[config.mk]
export PLATFORM = sky130hd
export DESIGN_NAME = vram_arbiter_flat
export DESIGN_NICKNAME = d
export VERILOG_FILES = /design/src/rtl/vga_pkg.sv /design/src/rtl/vram_arbiter_if.sv /design/src/rtl/vram_rd_tag_pipe.sv /design/src/rtl/vram_arbiter.sv /design/src/flat_wrapper.sv
export SDC_FILE = /design/constraint.sdc
export NUM_CORES = 1
export LEC_CHECK = 0
export CAP_MARGIN = 5
export CORE_ASPECT_RATIO = 0.75
export CORE_MARGIN = 2
export CORE_UTILIZATION = 43
export CTS_BUF_LIST = sky130_fd_sc_hd__clkbuf_8
export CTS_CLUSTER_DIAMETER = 60
export DETAILED_ROUTE_END_ITERATION = 10
export PLACE_DENSITY = 0.93
export SYNTH_ARGS = -nofsm -noshare
export SYNTH_HDL_FRONTEND = slang
export SYNTH_SLANG_ARGS = --single-unit
[constraint.sdc]
create_clock -name clk -period 2.6 [get_ports clk]
set_input_delay 0.52 -clock clk [delete_from_list [all_inputs] [get_ports clk]]
set_output_delay 0.52 -clock clk [all_outputs]
set_load 0.01 [all_outputs]
[src/rtl/vga_pkg.sv]
// Shared VGA/VRAM types and constants.
// Used by the VRAM arbiter slice and the timing generator.
package vga_pkg;

  localparam int H_TOTAL  = 1040;
  localparam int H_ACTIVE = 800;
  localparam int V_TOTAL  = 666;
  localparam int V_ACTIVE = 600;

  localparam int ADDR_W_DEF = 19;
  localparam int DATA_W_DEF = 8;

  typedef enum logic [1:0] {
    OWN_NONE = 2'd0,
    OWN_DISP = 2'd1,
    OWN_HOST = 2'd2
  } own_t;

  typedef enum logic [1:0] {
    DISP_PRI   = 2'd0,
    RR         = 2'd1,
    FORCE_HOST = 2'd2
  } arb_st_t;

endpackage

[src/rtl/vram_arbiter_if.sv]
// Requester and RAM bundle of the VRAM arbiter.
// slave = arbiter side, master = requesters plus RAM.
interface vram_arbiter_if #(
  parameter int ADDR_W = 19,
  parameter int DATA_W = 8
);
  logic              disp_req;
  logic [ADDR_W-1:0] disp_addr;
  logic              disp_gnt;
  logic              disp_rvalid;
  logic [DATA_W-1:0] disp_rdata;

  logic              host_req;
  logic              host_we;
  logic [ADDR_W-1:0] host_addr;
  logic [DATA_W-1:0] host_wdata;
  logic              host_gnt;
  logic              host_rvalid;
  logic [DATA_W-1:0] host_rdata;

  logic              ram_en;
  logic              ram_we;
  logic [ADDR_W-1:0] ram_addr;
  logic [DATA_W-1:0] ram_wdata;
  logic [DATA_W-1:0] ram_rdata;

  modport slave (
    input  disp_req, disp_addr,
    input  host_req, host_we, host_addr, host_wdata,
    input  ram_rdata,
    output disp_gnt, disp_rvalid, disp_rdata,
    output host_gnt, host_rvalid, host_rdata,
    output ram_en, ram_we, ram_addr, ram_wdata
  );

  modport master (
    output disp_req, disp_addr,
    output host_req, host_we, host_addr, host_wdata,
    output ram_rdata,
    input  disp_gnt, disp_rvalid, disp_rdata,
    input  host_gnt, host_rvalid, host_rdata,
    input  ram_en, ram_we, ram_addr, ram_wdata
  );
endinterface

[src/rtl/vram_rd_tag_pipe.sv]
// Owner tag shift pipe aligning read tags with RAM data.
// Async clear drops every in-flight read tag.
module vram_rd_tag_pipe
  import vga_pkg::*;
#(
  parameter int DEPTH = 1
) (
  input  logic clk,
  input  logic rst_n,
  input  own_t i_own,
  output own_t o_own
);

  own_t r_pipe [DEPTH];

  always_ff @(posedge clk or negedge rst_n) begin
    if (!rst_n) begin
      for (int i = 0; i < DEPTH; i++)
        r_pipe[i] <= OWN_NONE;
    end else begin
      r_pipe[0] <= i_own;
      for (int i = 1; i < DEPTH; i++)
        r_pipe[i] <= r_pipe[i-1];
    end
  end

  assign o_own = r_pipe[DEPTH-1];

endmodule

[src/rtl/vram_arbiter.sv]
// Single-port pixel RAM arbiter: display priority in active video,
// round-robin in blanking, forced host slot on starvation.
module vram_arbiter
  import vga_pkg::*;
#(
  parameter int ADDR_W        = ADDR_W_DEF,
  parameter int DATA_W        = DATA_W_DEF,
  parameter int RD_LAT        = 1,
  parameter int HOST_MAX_WAIT = 16
) (
  input logic           clk,
  input logic           rst_n,
  input logic           blank,
  vram_arbiter_if.slave bus
);

  localparam logic [7:0] MAXW = 8'(HOST_MAX_WAIT);

  arb_st_t           r_state, w_state_n;
  logic [7:0]        r_wait, w_wait_n;
  logic              r_ptr_host, w_ptr_n;
  logic              w_dgnt, w_hgnt;
  logic              r_ram_en, r_ram_we;
  logic [ADDR_W-1:0] r_ram_addr;
  logic [DATA_W-1:0] r_ram_wdata;
  own_t              r_own, w_own_out;

  always_comb begin
    w_dgnt    = 1'b0;
    w_hgnt    = 1'b0;
    w_state_n = r_state;
    w_wait_n  = r_wait;
    unique case (r_state)
      DISP_PRI: begin
        w_dgnt = bus.disp_req;
        w_hgnt = bus.host_req & ~bus.disp_req;
        if (bus.host_req && !w_hgnt)
          w_wait_n = (r_wait == 8'hFF) ? r_wait : r_wait + 8'd1;
        else
          w_wait_n = '0;
        // blank rising outranks the starvation threshold
        if (blank) begin
          w_state_n = RR;
          w_wait_n  = '0;
        end else if (w_wait_n >= MAXW) begin
          w_state_n = FORCE_HOST;
        end
      end
      FORCE_HOST: begin
        w_hgnt    = bus.host_req;
        w_wait_n  = '0;
        w_state_n = blank ? RR : DISP_PRI;
      end
      RR: begin
        if (bus.disp_req && bus.host_req) begin
          w_hgnt = r_ptr_host;
          w_dgnt = ~r_ptr_host;
        end else begin
          w_dgnt = bus.disp_req;
          w_hgnt = bus.host_req;
        end
        w_wait_n  = '0;
        w_state_n = blank ? RR : DISP_PRI;
      end
      default: w_state_n = DISP_PRI;
    endcase
  end

  // pointer names the requester favoured at the next RR tie
  always_comb begin
    w_ptr_n = r_ptr_host;
    if (w_hgnt)      w_ptr_n = 1'b0;
    else if (w_dgnt) w_ptr_n = 1'b1;
  end

  always_ff @(posedge clk or negedge rst_n) begin
    if (!rst_n) begin
      r_state    <= DISP_PRI;
      r_wait     <= '0;
      r_ptr_host <= 1'b0;
    end else begin
      r_state    <= w_state_n;
      r_wait     <= w_wait_n;
      r_ptr_host <= w_ptr_n;
    end
  end

  always_ff @(posedge clk or negedge rst_n) begin
    if (!rst_n) begin
      r_ram_en    <= 1'b0;
      r_ram_we    <= 1'b0;
      r_ram_addr  <= '0;
      r_ram_wdata <= '0;
      r_own       <= OWN_NONE;
    end else begin
      r_ram_en <= w_dgnt | w_hgnt;
      r_ram_we <= w_hgnt & bus.host_we;
      r_own    <= OWN_NONE;
      if (w_hgnt) begin
        r_ram_addr  <= bus.host_addr;
        r_ram_wdata <= bus.host_wdata;
        if (!bus.host_we) r_own <= OWN_HOST;
      end else if (w_dgnt) begin
        r_ram_addr <= bus.disp_addr;
        r_own      <= OWN_DISP;
      end
    end
  end

  vram_rd_tag_pipe #(
    .DEPTH (RD_LAT)
  ) u_tag (
    .clk   (clk),
    .rst_n (rst_n),
    .i_own (r_own),
    .o_own (w_own_out)
  );

  assign bus.disp_gnt    = w_dgnt;
  assign bus.host_gnt    = w_hgnt;
  assign bus.ram_en      = r_ram_en;
  assign bus.ram_we      = r_ram_we;
  assign bus.ram_addr    = r_ram_addr;
  assign bus.ram_wdata   = r_ram_wdata;
  assign bus.disp_rvalid = (w_own_out == OWN_DISP);
  assign bus.host_rvalid = (w_own_out == OWN_HOST);
  assign bus.disp_rdata  = bus.disp_rvalid ? bus.ram_rdata : '0;
  assign bus.host_rdata  = bus.host_rvalid ? bus.ram_rdata : '0;

endmodule

[src/flat_wrapper.sv]
// flat-port wrapper written by rule: the top's interface ports become plain ports
module vram_arbiter_flat import vga_pkg::*;
#(
  parameter int ADDR_W        = ADDR_W_DEF,
  parameter int DATA_W        = DATA_W_DEF,
  parameter int RD_LAT        = 1,
  parameter int HOST_MAX_WAIT = 16
)
  (clk, rst_n, blank, bus_disp_req, bus_disp_addr, bus_host_req, bus_host_we, bus_host_addr, bus_host_wdata, bus_ram_rdata, bus_disp_gnt, bus_disp_rvalid, bus_disp_rdata, bus_host_gnt, bus_host_rvalid, bus_host_rdata, bus_ram_en, bus_ram_we, bus_ram_addr, bus_ram_wdata);
  vram_arbiter_if #(.ADDR_W(ADDR_W), .DATA_W(DATA_W)) bus_i ();
  input logic clk;
  input logic rst_n;
  input logic blank;
  input wire logic [$bits(bus_i.disp_req)-1:0] bus_disp_req;
  input wire logic [$bits(bus_i.disp_addr)-1:0] bus_disp_addr;
  input wire logic [$bits(bus_i.host_req)-1:0] bus_host_req;
  input wire logic [$bits(bus_i.host_we)-1:0] bus_host_we;
  input wire logic [$bits(bus_i.host_addr)-1:0] bus_host_addr;
  input wire logic [$bits(bus_i.host_wdata)-1:0] bus_host_wdata;
  input wire logic [$bits(bus_i.ram_rdata)-1:0] bus_ram_rdata;
  output wire logic [$bits(bus_i.disp_gnt)-1:0] bus_disp_gnt;
  output wire logic [$bits(bus_i.disp_rvalid)-1:0] bus_disp_rvalid;
  output wire logic [$bits(bus_i.disp_rdata)-1:0] bus_disp_rdata;
  output wire logic [$bits(bus_i.host_gnt)-1:0] bus_host_gnt;
  output wire logic [$bits(bus_i.host_rvalid)-1:0] bus_host_rvalid;
  output wire logic [$bits(bus_i.host_rdata)-1:0] bus_host_rdata;
  output wire logic [$bits(bus_i.ram_en)-1:0] bus_ram_en;
  output wire logic [$bits(bus_i.ram_we)-1:0] bus_ram_we;
  output wire logic [$bits(bus_i.ram_addr)-1:0] bus_ram_addr;
  output wire logic [$bits(bus_i.ram_wdata)-1:0] bus_ram_wdata;
  assign bus_i.disp_req = bus_disp_req;
  assign bus_i.disp_addr = bus_disp_addr;
  assign bus_i.host_req = bus_host_req;
  assign bus_i.host_we = bus_host_we;
  assign bus_i.host_addr = bus_host_addr;
  assign bus_i.host_wdata = bus_host_wdata;
  assign bus_i.ram_rdata = bus_ram_rdata;
  assign bus_disp_gnt = bus_i.disp_gnt;
  assign bus_disp_rvalid = bus_i.disp_rvalid;
  assign bus_disp_rdata = bus_i.disp_rdata;
  assign bus_host_gnt = bus_i.host_gnt;
  assign bus_host_rvalid = bus_i.host_rvalid;
  assign bus_host_rdata = bus_i.host_rdata;
  assign bus_ram_en = bus_i.ram_en;
  assign bus_ram_we = bus_i.ram_we;
  assign bus_ram_addr = bus_i.ram_addr;
  assign bus_ram_wdata = bus_i.ram_wdata;
  vram_arbiter #(.ADDR_W(ADDR_W), .DATA_W(DATA_W), .RD_LAT(RD_LAT), .HOST_MAX_WAIT(HOST_MAX_WAIT)) u_core (.clk(clk), .rst_n(rst_n), .blank(blank), .bus(bus_i));
endmodule
Word-level counts from Yosys, hierarchy flattened
Index checks and enable logic that the tools add are counted.
{ "classes": {"bitwise_logic": 5, "mux": 22, "reduce_logical": 7, "addsub": 1, "order_cmp": 1, "n_eq_ne": 6} }
{ "ops": {"columns": ["cell", "n"], "rows": [
  ["8-bit 2-to-1 mux", 6],
  ["19-bit 2-to-1 mux", 2],
  ["8-bit case mux with 2 select lines", 1],
  ["8-bit by 1-bit adder with 8-bit output (second input constant)", 1],
  ["8-bit equality test (second input constant)", 1],
  ["8-bit by 5-bit >= comparator with 1-bit output (second input constant)", 1],
  ["2-bit 2-to-1 mux", 4],
  ["1-bit 2-to-1 mux", 6],
  ["2-bit by 1-bit equality test with 1-bit output (second input constant)", 2],
  ["2-bit equality test (second input constant)", 2],
  ["2-bit case mux with 2 select lines", 1],
  ["2-bit nonzero test", 2],
  ["3-bit by 2-bit inequality test with 1-bit output (second input constant)", 1],
  ["1-bit case mux with 3 select lines", 1],
  ["1-bit bitwise AND", 2],
  ["1-bit logical AND", 2],
  ["2-bit logical NOT", 1],
  ["1-bit inverter", 2],
  ["1-bit case mux with 2 select lines", 1],
  ["2-bit OR reduction", 1],
  ["1-bit logical NOT", 1],
  ["1-bit bitwise OR", 1]
]} }
{ "word_totals": {"output_inout_bits": 49, "register_bits": 44, "elab_cells": 51, "inputBits": 60} }

Depth between registers and ports, before layout
{ "depth": {"ltp_word": 10, "mapped_depth": 8, "depth_no_buf": 7} }

By module
From an unflattened synthesis, not the netlist that was laid out.
{ "hier_totals": {"hier_cells": 219, "hier_area_um2": 2215.9} }
{ "by_module_without_submodules": {"columns": ["module", "area_per_inst_um2", "instances", "cells_per_inst", "seq_area_each_um2"], "rows": [
  ["vram_arbiter", 2165.8, 1, 217, 1051.0],
  ["vram_rd_tag_pipe", 50.0, 1, 2, 50.0]
]} }

Least setup slack after synthesis
Ideal clock, no wire load.
{ "synth_path": {"path_kind": "reg-to-output", "from": "reg u_core.r_state[0]", "to": "out bus_host_gnt", "arrival_ns": 1.355, "stages_incl_launch_ff": 8, "t_required_ns": 2.080, "path_buffers": 1, "path_slack_ns": 0.725, "cell_sequence": "dfrtp_1 inv_1 ha_1 nor2_1 a21oi_1 o21ai_0 buf_2 inv_1"} }
{ "synth_via": {"elab_chain_len": 2, "word_cells_on_any_way": 4, "classes_between": "eq/ne (2); mux (1); reduce/logical (1)"} }
{ "synth_lines": {"columns": ["element", "line", "source"], "rows": [
  ["start, declared", "vram_arbiter.sv:19", "arb_st_t r_state, w_state_n;"],
  ["start signal, assigned", "vram_arbiter.sv:82", "r_state <= w_state_n;"],
  ["2-bit by 1-bit equality test with 1-bit output, or another cell as far along", "vram_arbiter.sv:33", "unique case (r_state)"],
  ["1-bit case mux with 3 select lines *", "vram_arbiter.sv:33", null],
  ["end, declared", "flat_wrapper.sv:24", "output wire logic [$bits(bus_i.host_gnt)-1:0] bus_host_gnt;"]
]} }
Mark *: on every way between the ends. The rest lies on a longest branch, timed or not.

Worst setup path in the final report
{ "layout_path": {"from": "reg u_core.r_state[1]", "to": "out bus_disp_gnt"} }
{ "layout_via": {"elab_chain_len": 2, "word_cells_on_any_way": 3, "classes_between": "eq/ne (1); mux (1); reduce/logical (1)"} }
{ "layout_lines": {"columns": ["element", "line", "source"], "rows": [
  ["2-bit by 1-bit equality test with 1-bit output or 2-bit logical NOT (tied branches)", "vram_arbiter.sv:33", null],
  ["1-bit case mux with 2 select lines *", "vram_arbiter.sv:33", null],
  ["end, declared", "flat_wrapper.sv:21", "output wire logic [$bits(bus_i.disp_gnt)-1:0] bus_disp_gnt;"]
]} }
Marks and branches as above.

==> impl_metrics.toml <==
[run_status]
status = "finished, final reports clean"

[clock_tree]
cts_setup_buffers = 0
clock_latency_ns = 0.30
cts_tree = "done"
clk_pin_slew_ns = 0.09
cts-resized-gates = 0
cts_inserted_buffers = 5
clockRootBuffer = "clkbuf_8"
cts_sinks = 44
clockBufferDepth = 2
hold_buffers = 0
htreeDepth = 2

[synthesis]
yosys.area_share.simple_pct = 14.5
synth_ff_type = "dfrtp_1"
yosys_warnings = 0
synth.distinct_cells = 42
synthXorXnorAreaFrac_pct = 0
synth_area_um2 = 2360
synth_edf_count = 0
ys_seq_area_share_pct = 46.7
synth.area.mux_share_pct = 22.0
ys_ff_latch = 44
synth_top_family_by_area = "multiplexers"
synthCells = 199
synthAdderAreaFrac_pct = 2.65
syn_area_per_cell_um2 = 11.8
synth-compound-area-share_pct = 9.98
synth_nets = 264
async_flop_share_pct = 100

[critical_path]
worstPathCellList = "inv_1 > ha_1 > a21boi_2 > o21ai_2 > inv_1 > clkdlybuf4s50_1"
crit_family = "buffers and inverters"
cp-start-kind = "register"
r2r_slack_ns = 0.46
critPathSlowestCell = "clkdlybuf4s50_1"
cp_max_fo = 5
r2r-end = "u_core.bus.ram_addr[14]"
critPathMostFrequentCell = "inv_1"
crit_path_end_kind = "primary output"
path_buf_inv = 3
crit_start = "u_core.r_state[1]"
r2r_cells = 7
cp.required_ns = 2.08
cpPeakStageDelay_ns = 0.53
cp_data_arrival_time_ns = 1.94
r2r_start = "u_core.r_state[1]"
path_class = "register to primary output"
worst-path-stages = 6

[global_routing]
antenna_found_initial = 0
overflow = 0
grt_first_pass_wirelength_mm = 8.72
grt_usage_pct = 18.6
grt_start_max_net_pins = 32
grt_pass1_vias = 1834

[layout]
nNetsFinal = 374
fin_util_pct = 67.9
diodes = 0
synthToLayoutAreaGrowth_pct = 53.4
drive_above_1_share_pct = 22.9

[timing]
relSlewSlack_pct = 63.7
finClkSkew_ns = 0.0118
finalMaxSlewViolations = 0
hold_viol = 0
setup_tns_ns = 0
period_minus_slack_ns = 2.46
finalCritPeriodShare_pct = 94.5
tightest_slew_ns = 0.537
hold_slack_ns = 0.101
fmax_mhz = 407
setup_viol = 0
rsz0062_at_grt = "false"

[power]
p_leak_uw = 0.00154
total_power_uw = 2950
powerDensity_nw_per_um2 = 815
peakVddDrop_mv = 0.649

[floorplan]
start_util_pct = 44.3
die_area_um2 = 6100
row_count = 23
die_h_um = 68.1
chipWidth_um = 89.5
core_region_area_um2 = 5320
io_pins = 109

[routing]
ant_nets = 0
num_vias = 1951
drc = 0
drt_first_pass_iters = 5
drt-total-wl_mm = 5.65
route.detailed.wl_per_inst_um = 14.7
drt-initial-drc-count = 81
routed_via_density = 5.07

[place]
place_hpwl_mm = 4.31
place.gp.congestion = 0.836
port_buffers = 108

[worst_hold_path]
hp-class = "input port to async pin"

[flow_run]
drv_cap = 0
-- worst reg2reg max path, stage by stage, from the launching register on --
cell and delay, ns:
dfrtp_1 0.44, inv_1 0.09, ha_1 0.23, a21boi_2 0.18, o21ai_2 0.15, buf_4 0.31, mux2_2 0.38, mux2_2 0.26
-- sequential cells by signal, indices dropped and copies added, names as in the netlist --
signal and flops:
u_core.r_wait 8, u_core.bus.ram_addr 19, u_core.u_tag.o_own 2, u_core.r_own 2
u_core.bus.ram_en 1, u_core.bus.ram_we 1, u_core.bus.ram_wdata 8, u_core.r_state 2
u_core.r_ptr_host 1
-- cells by family (layout without fill, tap and decap cells) --
logic type	count (synthesis)	count (layout)
compound gates	32	32
fa+ha+maj	5	5
simple gates	57	57
flops	44	44
buf+inv	15	126
mux	46	46
-- synth_stat cells, types with 2 or more instances --
library cell,instances,area (um2)
mux2_2,45,507
dfrtp_1,44,1100
and2_1,18,113
nor2_1,11,41.3
a31oi_1,5,31.3
buf_6,5,56.3
ha_1,5,62.6
inv_1,5,18.8
nand2_1,5,18.8
o21ai_0,5,25.0
a21oi_1,4,20.0
nand3_1,4,20.0
buf_2,3,15.0
nor2b_1,3,18.8
nor3b_1,3,22.5
o211ai_1,3,22.5
o22a_1,3,26.3
a21o_1,2,15.0
and3_2,2,15.0
clkbuf_1,2,7.51
-- final cells by class --
class	count	area (um2)
fillers	388	1710
multi-input cells	140	1160
repair buffers	113	1120
flip-flops and latches	44	1100
well taps	75	93.8
clock buffers	6	82.6
clock inverters	2	38.8
inverters	5	18.8
-- per-stage QoR --
stage	instance area (um2)	instances	setup WS, ns
after floorplan	2360	199	0.725
after global placement	3490	377	0.143
after detailed placement	3490	377	0.0830
after CTS	3610	385	0.00639
after global routing	3620	385	0.0115
final	3620	385	0.143
-- routing by layer --
metal  track usage (%)  wire, um
met2              30.7      2740
met3              7.00       541
met4              4.48        56
met5                 0         0
met1              23.3      2320
-- where the power goes --
part	internal, uW	switching, uW
sequential	921	124
clock	314	237
combinational	859	493
total	2090	855
-- how the worst max path moves through the flow --
| stage | endpoint | slack, ns |
|---|---|---|
| after floorplan | bus_host_gnt | 0.72 |
| after global placement | bus_host_gnt | 0.14 |
| after detailed placement | bus_host_gnt | 0.08 |
| after CTS | bus_host_gnt | 0.006 |
| after global routing | bus_disp_gnt | 0.01 |
| final | bus_disp_gnt | 0.14 |
-- placed cells by master, fill, tap and decap left out, types with 2 or more instances in the layout --
master	netlist	layout
a21o_1	2	2
a21oi_1	4	4
a31oi_1	5	5
and2_1	18	18
and3_2	2	2
buf_4	0	5
clkbuf_8	0	6
clkdlybuf4s50_1	0	106
dfrtp_1	44	44
ha_1	5	4
inv_1	5	5
mux2_2	45	45
nand2_1	5	5
nand3_1	4	4
nor2_1	11	11
nor2b_1	3	3
nor3b_1	3	3
o211ai_1	3	3
o21ai_0	5	4
o21ai_2	1	2
o22a_1	3	3
(Power assumes the default switching activity.)
